### config.mk
export PLATFORM = sky130hd
export DESIGN_NAME = cia_bus_cycle
export DESIGN_NICKNAME = d
export VERILOG_FILES = /design/src/rtl/cia_bus_cycle.sv
export SDC_FILE = /design/constraint.sdc
export NUM_CORES = 1
export LEC_CHECK = 0
export CORE_MARGIN = 10
export CORE_UTILIZATION = 43
export CTS_CLUSTER_SIZE = 16
export DETAILED_ROUTE_END_ITERATION = 8
export GPL_ROUTABILITY_DRIVEN = 0
export PLACE_DENSITY = 0.72
export SLEW_MARGIN = 15
export SYNTH_ARGS = -nofsm -noshare
export SYNTH_HDL_FRONTEND = slang
export SYNTH_SLANG_ARGS = --single-unit
### constraint.sdc
create_clock -name CLK7 -period 1.78 [get_ports CLK7]
set_input_delay 0.178 -clock CLK7 [delete_from_list [all_inputs] [get_ports CLK7]]
set_output_delay 0.178 -clock CLK7 [all_outputs]
set_load 0.05 [all_outputs]
### src/rtl/cia_bus_cycle.sv
`default_nettype none
// ============================================================================
//  Module   : cia_bus_cycle
//  Purpose  : Turns a decoded CPU request for CIA space into a 68000-style
//             synchronous E-cycle. The chip selects are held for one full
//             E period, starting and ending on CLKCIA falling edges. Read
//             data is captured at the closing falling edge and a one-clock
//             acknowledge goes back to the bus controller.
//
//  Ports    : CLK7      in   7 MHz system clock (only clock)
//             RESET     in   asynchronous, active-high reset
//             CLKCIA    in   E clock (10 CLK7 periods, 4 high / 6 low),
//                            generated in the CLK7 domain
//             CIA_REQ   in   level request, held until CIA_ACK
//             RnW       in   1 = read, 0 = write (captured at acceptance)
//             A12       in   0 selects CIAA
//             A13       in   0 selects CIAB
//             CIA_DIN   in   [7:0] CIA read data
//             _CS_CIAA  out  CIAA chip select, active low
//             _CS_CIAB  out  CIAB chip select, active low
//             CIA_RnW   out  R/W strobe towards the CIAs
//             CIA_ACK   out  cycle-complete pulse, one CLK7 wide
//             CIA_DOUT  out  [7:0] last read data
//             CIA_ERR   out  timeout flag, pulses together with CIA_ACK
//
//  Options  : `define CIA_TIMEOUT_EN adds a watchdog that aborts the cycle
//             when CLKCIA shows no edge for TIMEOUT_CYCLES CLK7 cycles.
//             Without it the block waits indefinitely and CIA_ERR is 0.
//
//  Revision : 1.0  initial release
// ============================================================================
module cia_bus_cycle #(
  parameter int TIMEOUT_CYCLES = 63
) (
  input  logic       CLK7,
  input  logic       RESET,
  input  logic       CLKCIA,
  input  logic       CIA_REQ,
  input  logic       RnW,
  input  logic       A12,
  input  logic       A13,
  input  logic [7:0] CIA_DIN,
  output logic       _CS_CIAA,
  output logic       _CS_CIAB,
  output logic       CIA_RnW,
  output logic       CIA_ACK,
  output logic [7:0] CIA_DOUT,
  output logic       CIA_ERR
);

  // --------------------------------------------------------------------------
  // State encoding
  // --------------------------------------------------------------------------
  localparam logic [2:0] c_st_idle      = 3'd0;
  localparam logic [2:0] c_st_wait_fall = 3'd1;
  localparam logic [2:0] c_st_assert    = 3'd2;
  localparam logic [2:0] c_st_data      = 3'd3;
  localparam logic [2:0] c_st_wait_rel  = 3'd4;

  logic [2:0] r_state;

  // Request attributes captured at acceptance; later input changes are
  // ignored for the rest of the cycle.
  logic       r_a12;
  logic       r_a13;
  logic       r_rnw;

  // Registered bus outputs
  logic       r_cs_a_n;
  logic       r_cs_b_n;
  logic       r_cia_rnw;
  logic       r_ack;
  logic [7:0] r_dout;

  // E clock edge detection
  logic       r_clkcia_q;
  logic       w_fall;
  logic       w_rise;

  // Watchdog abort request (constant 0 when the watchdog is not built)
  logic       w_timeout;

  // --------------------------------------------------------------------------
  // CLKCIA comes from the same CLK7 domain, so a single register is enough
  // to see its edges without a synchroniser.
  // --------------------------------------------------------------------------
  always_ff @(posedge CLK7 or posedge RESET) begin
    if (RESET) begin
      r_clkcia_q <= 1'b0;
    end else begin
      r_clkcia_q <= CLKCIA;
    end
  end

  assign w_fall = r_clkcia_q & ~CLKCIA;
  assign w_rise = ~r_clkcia_q & CLKCIA;

  // --------------------------------------------------------------------------
  // Bus cycle sequencer
  //
  // The selects are registered on the fall that moves WAIT_FALL->ASSERT and
  // released on the next fall in DATA, which makes them exactly one E period
  // long. A fall seen on the same edge the request is accepted belongs to
  // IDLE and is therefore skipped; the cycle starts on the following fall.
  // --------------------------------------------------------------------------
  always_ff @(posedge CLK7 or posedge RESET) begin
    if (RESET) begin
      r_state   <= c_st_idle;
      r_a12     <= 1'b1;
      r_a13     <= 1'b1;
      r_rnw     <= 1'b1;
      r_cs_a_n  <= 1'b1;
      r_cs_b_n  <= 1'b1;
      r_cia_rnw <= 1'b1;
      r_ack     <= 1'b0;
      r_dout    <= 8'h00;
    end else begin
      r_ack <= 1'b0;

      if (w_timeout) begin
        // Watchdog abort: release the bus and report completion so the CPU
        // is not stalled forever. Read data is left untouched.
        r_cs_a_n  <= 1'b1;
        r_cs_b_n  <= 1'b1;
        r_cia_rnw <= 1'b1;
        r_ack     <= 1'b1;
        r_state   <= c_st_wait_rel;
      end else begin
        case (r_state)
          c_st_idle: begin
            if (CIA_REQ) begin
              r_a12   <= A12;
              r_a13   <= A13;
              r_rnw   <= RnW;
              r_state <= c_st_wait_fall;
            end
          end

          c_st_wait_fall: begin
            if (w_fall) begin
              r_cs_a_n  <= r_a12;
              r_cs_b_n  <= r_a13;
              r_cia_rnw <= r_rnw;
              r_state   <= c_st_assert;
            end
          end

          c_st_assert: begin
            if (w_rise) begin
              r_state <= c_st_data;
            end
          end

          c_st_data: begin
            if (w_fall) begin
              if (r_rnw) begin
                r_dout <= CIA_DIN;
              end
              r_ack     <= 1'b1;
              r_cs_a_n  <= 1'b1;
              r_cs_b_n  <= 1'b1;
              r_cia_rnw <= 1'b1;
              r_state   <= c_st_wait_rel;
            end
          end

          c_st_wait_rel: begin
            // A request still held high must not start a second cycle.
            if (!CIA_REQ) begin
              r_state <= c_st_idle;
            end
          end

          default: begin
            r_cs_a_n  <= 1'b1;
            r_cs_b_n  <= 1'b1;
            r_cia_rnw <= 1'b1;
            r_state   <= c_st_idle;
          end
        endcase
      end
    end
  end

  // --------------------------------------------------------------------------
  // Optional CLKCIA watchdog
  // --------------------------------------------------------------------------
`ifdef CIA_TIMEOUT_EN
  localparam int              c_cnt_w   = $clog2(TIMEOUT_CYCLES + 1);
  // The abort fires on the edge that would take the count to TIMEOUT_CYCLES.
  localparam logic [c_cnt_w-1:0] c_to_last = c_cnt_w'(TIMEOUT_CYCLES - 1);

  logic [c_cnt_w-1:0] r_to_cnt;
  logic               r_err;
  logic               w_active;
  logic               w_any_edge;

  assign w_active   = (r_state == c_st_wait_fall) ||
                      (r_state == c_st_assert)    ||
                      (r_state == c_st_data);
  assign w_any_edge = w_rise | w_fall;
  assign w_timeout  = w_active && !w_any_edge && (r_to_cnt == c_to_last);

  always_ff @(posedge CLK7 or posedge RESET) begin
    if (RESET) begin
      r_to_cnt <= '0;
      r_err    <= 1'b0;
    end else begin
      r_err <= w_timeout;
      if (((r_state == c_st_idle) && CIA_REQ) || w_any_edge) begin
        r_to_cnt <= '0;
      end else if (w_active && !w_timeout) begin
        r_to_cnt <= r_to_cnt + 1'b1;
      end
    end
  end

  assign CIA_ERR = r_err;
`else
  // Keeps TIMEOUT_CYCLES referenced in the build without the watchdog.
  localparam int c_unused_timeout = TIMEOUT_CYCLES;

  assign w_timeout = 1'b0;
  assign CIA_ERR   = 1'b0;
`endif

  // --------------------------------------------------------------------------
  // Outputs
  // --------------------------------------------------------------------------
  assign _CS_CIAA = r_cs_a_n;
  assign _CS_CIAB = r_cs_b_n;
  assign CIA_RnW  = r_cia_rnw;
  assign CIA_ACK  = r_ack;
  assign CIA_DOUT = r_dout;

endmodule
`default_nettype wire
==> results.py <==
metrics = {
    "synthesis": {
        "synth_area_um2": 823,
        "synth_top_area_share_pct": 39.5,
        "ys_types": 24,
        "seq_area_frac_synth_pct": 58.7,
        "ys_seq_elements": 19,
        "synth_top_area_cell": "dfrtp_1",
        "syn_area_per_cell_um2": 14.2,
        "ys_warn_count": 0,
        "syn_inst": 58,
        "syn-num-nets": 73,
        "synthTopCellsByArea": "dfrtp_1 40%, dfstp_2 19%, mux2_4 15%, mux2_1 4.1%, buf_12 2.4%",
    },
    "sta": {
        "slew_headroom_pct": 65.9,
        "clock_skew_ps": 2.62,
        "tns_ps": 0,
        "setup_viol": 0,
        "fin_crit_sh_pct": 93.3,
        "fmax_mhz": 602,
        "rsz0062_at_grt": "no",
        "finalMaxSlewViolations": 0,
        "tightest_slew_ps": 510,
        "finalHoldViolCount": 0,
        "finalCriticalPeriod_ps": 1660,
    },
    "routing": {
        "drc_errors": 0,
        "postRouteAntennaNets": 0,
        "dr.pass1.iters": 3,
        "vias": 566,
        "drt-initial-drc-count": 8,
        "viasPerCell": 4.92,
        "avgRoutedWirePerCell_um": 15.2,
        "wl_um": 1750,
    },
    "clock_network": {
        "h-tree-depth": 1,
        "cts_tree": "done",
        "cts_hold_buffers": 0,
        "post_cts_resized": 0,
        "cts_buffers": 3,
        "clock_latency_ps": 300,
        "clk_path_buf_depth": 2,
        "cts_root_buf": "clkbuf_4",
        "cts_sinks": 19,
        "path_clk_slew_ps": 100,
        "cts_setup_buffers": 0,
    },
    "critical_path": {
        "start_kind": "flop",
        "r2r_end": "r_a12$_DFFE_PP1P_",
        "arrival_ps": 1480,
        "slowest_delay_ps": 810,
        "reg2reg_depth": 3,
        "crit_type": "reg2out",
        "cp_max_fo": 2,
        "slowest_stage": "clkdlybuf4s50_1",
        "required_ps": 1600,
        "r2r_slack_ps": 230,
        "endpoint_kind": "output port",
        "path_delay_family": "buffers and inverters",
        "reg2reg_from": "r_state[0]$_DFFE_PP0P_",
        "critPathBufInv": 1,
        "worstPathCellList": "clkdlybuf4s50_1",
    },
    "die": {
        "boundaryPins": 28,
        "fp.dieH_um": 63.8,
        "initial_core_util_pct": 46.7,
        "die_w_um": 63.8,
        "rows": 15,
        "coreArea_um2": 1760,
        "dieArea_um2": 4060,
    },
    "final_layout": {
        "area_growth_pct": 38.0,
        "drive_gt1_share_pct": 28.9,
        "final_nets": 106,
        "layout.area.seq_um2": 483,
        "stdcell_area_um2": 1140,
        "fill_cells": 158,
        "n_antenna_cell": 0,
        "multi_input_area_um2": 302,
    },
    "run": {
        "cap_violations": 0,
    },
    "worst_hold_path": {
        "hold_path_class": "in2async",
    },
    "placement": {
        "placed_area_um2": 1110,
        "portBuffers": 26,
        "place_hpwl_um": 1390,
    },
    "run_status": {
        "status": "finished, final reports clean",
    },
    "grt": {
        "antenna_found_initial": 0,
        "grt_first_pass_wirelength_um": 2960,
        "track_usage_pct": 9.09,
        "grt_pass1_vias": 644,
        "globalRouteOverflowTotal": 0,
        "grt_max_degree": 20,
    },
    "pwr": {
        "power.switching_mw": 0.833,
        "pwr-share-comb_pct": 50.4,
        "peakVddDrop_v": 0.00102,
        "swShare_pct": 42.0,
        "p_clk_share_pct": 10.9,
        "internal_power_mw": 1.15,
        "pwr_density_cell_nw_per_um2": 1750,
        "p_leak_nw": 0.498,
        "seq_power_share_pct": 38.7,
    },
}
## power by group through the flow
stage	registers [mW]	clock network [mW]	logic [mW]
after floorplan	1.15	0	0.299
after global placement	0.768	0	0.999
after detailed placement	0.777	0	1.01
after CTS	0.768	0.225	1.02
after global routing	0.796	0.244	1.05
final	0.767	0.216	1.00
## cell usage after synthesis
cell and n:
mux2_4 8, nand4bb_1 1, nand3b_1 1, conb_1 1, mux2_1 3, nor2_2 1
a31oi_1 1, a21oi_1 3, o32a_1 1, o21ai_0 2, dfstp_2 6, and3b_1 1
buf_4 1, inv_1 3, dfrtp_1 13, and3_1 1, nand2_1 2, or3b_1 1
buf_12 1, nor3_1 2, nand3_1 1, and4_4 1, o22ai_1 2, o21bai_1 1
## area by class of cell
cell class	count	area share (%)
multi-input combinational	34	26.5
clock buffer	4	2.31
timing repair buffer	30	24.9
tap	25	2.75
inverter	3	0.991
sequential	19	42.5
## cell families after synthesis
family	Yosys count	synth area share, %
AO/OA/AOI/OAI	10	7.45
AND/OR/NAND/NOR	12	10.0
buffers and inverters	5	4.71
other	1	0.455
flip-flops	19	58.7
multiplexers	11	18.7
## registers in the layout, indices dropped and copies added (netlist names)
name and flops:
CIA_DOUT 8, r_state 3, CIA_ACK 1, CIA_RnW 1, _CS_CIAA 1, _CS_CIAB 1, r_a12 1, r_a13 1
r_clkcia_q 1, r_rnw 1
## layer usage
layer	GRT usage (%)	routed length, µm
met1	9.00	716
met2	16.8	950
met3	2.44	54
met4	4.92	26
met5	0	0
## how the worst max path moves through the flow
stage                     depth (start not counted)                       to                    start
after global routing                              1              CIA_DOUT[0]  CIA_DOUT[0]$_DFFE_PP0P_
after global placement                            4  CIA_DOUT[1]$_DFFE_PP0P_                   CLKCIA
after detailed placement                          4        r_a12$_DFFE_PP1P_                  CIA_REQ
after floorplan                                   4  CIA_DOUT[0]$_DFFE_PP0P_   r_state[0]$_DFFE_PP0P_
after CTS                                         1              CIA_DOUT[0]  CIA_DOUT[0]$_DFFE_PP0P_
final                                             1              CIA_DOUT[0]  CIA_DOUT[0]$_DFFE_PP0P_
## metrics by stage
| step | hold slack (ps) | total power, mW | worst slack, ps | util (%) | cells |
|---|---|---|---|---|---|
| floorplan | 125 | 1.45 | 388 | - | 58 |
| global placement | 491 | 1.77 | 146 | 62.9 | 111 |
| detailed placement | 491 | 1.79 | 117 | 62.9 | 111 |
| CTS | 186 | 2.01 | 90.6 | 64.4 | 115 |
| global route | 212 | 2.09 | 50.6 | 64.4 | 115 |
| finish | 189 | 1.98 | 120 | 64.4 | 115 |
## cell usage in the layout, fill, tap and decap left out, drive strengths merged
master         count
nand3              1
dfstp              6
o32a               1
nand4bb            1
nand2              2
and3               1
buf                7
and3b              1
dfrtp             13
a21oi              3
or3b               1
clkbuf             4
mux2              11
o21ai              2
conb               1
nor3               2
o21bai             1
inv                3
o22ai              2
a31oi              1
nor2               1
clkdlybuf4s50     23
nand3b             1
and4               1
Power figures use the tool's default switching activity.
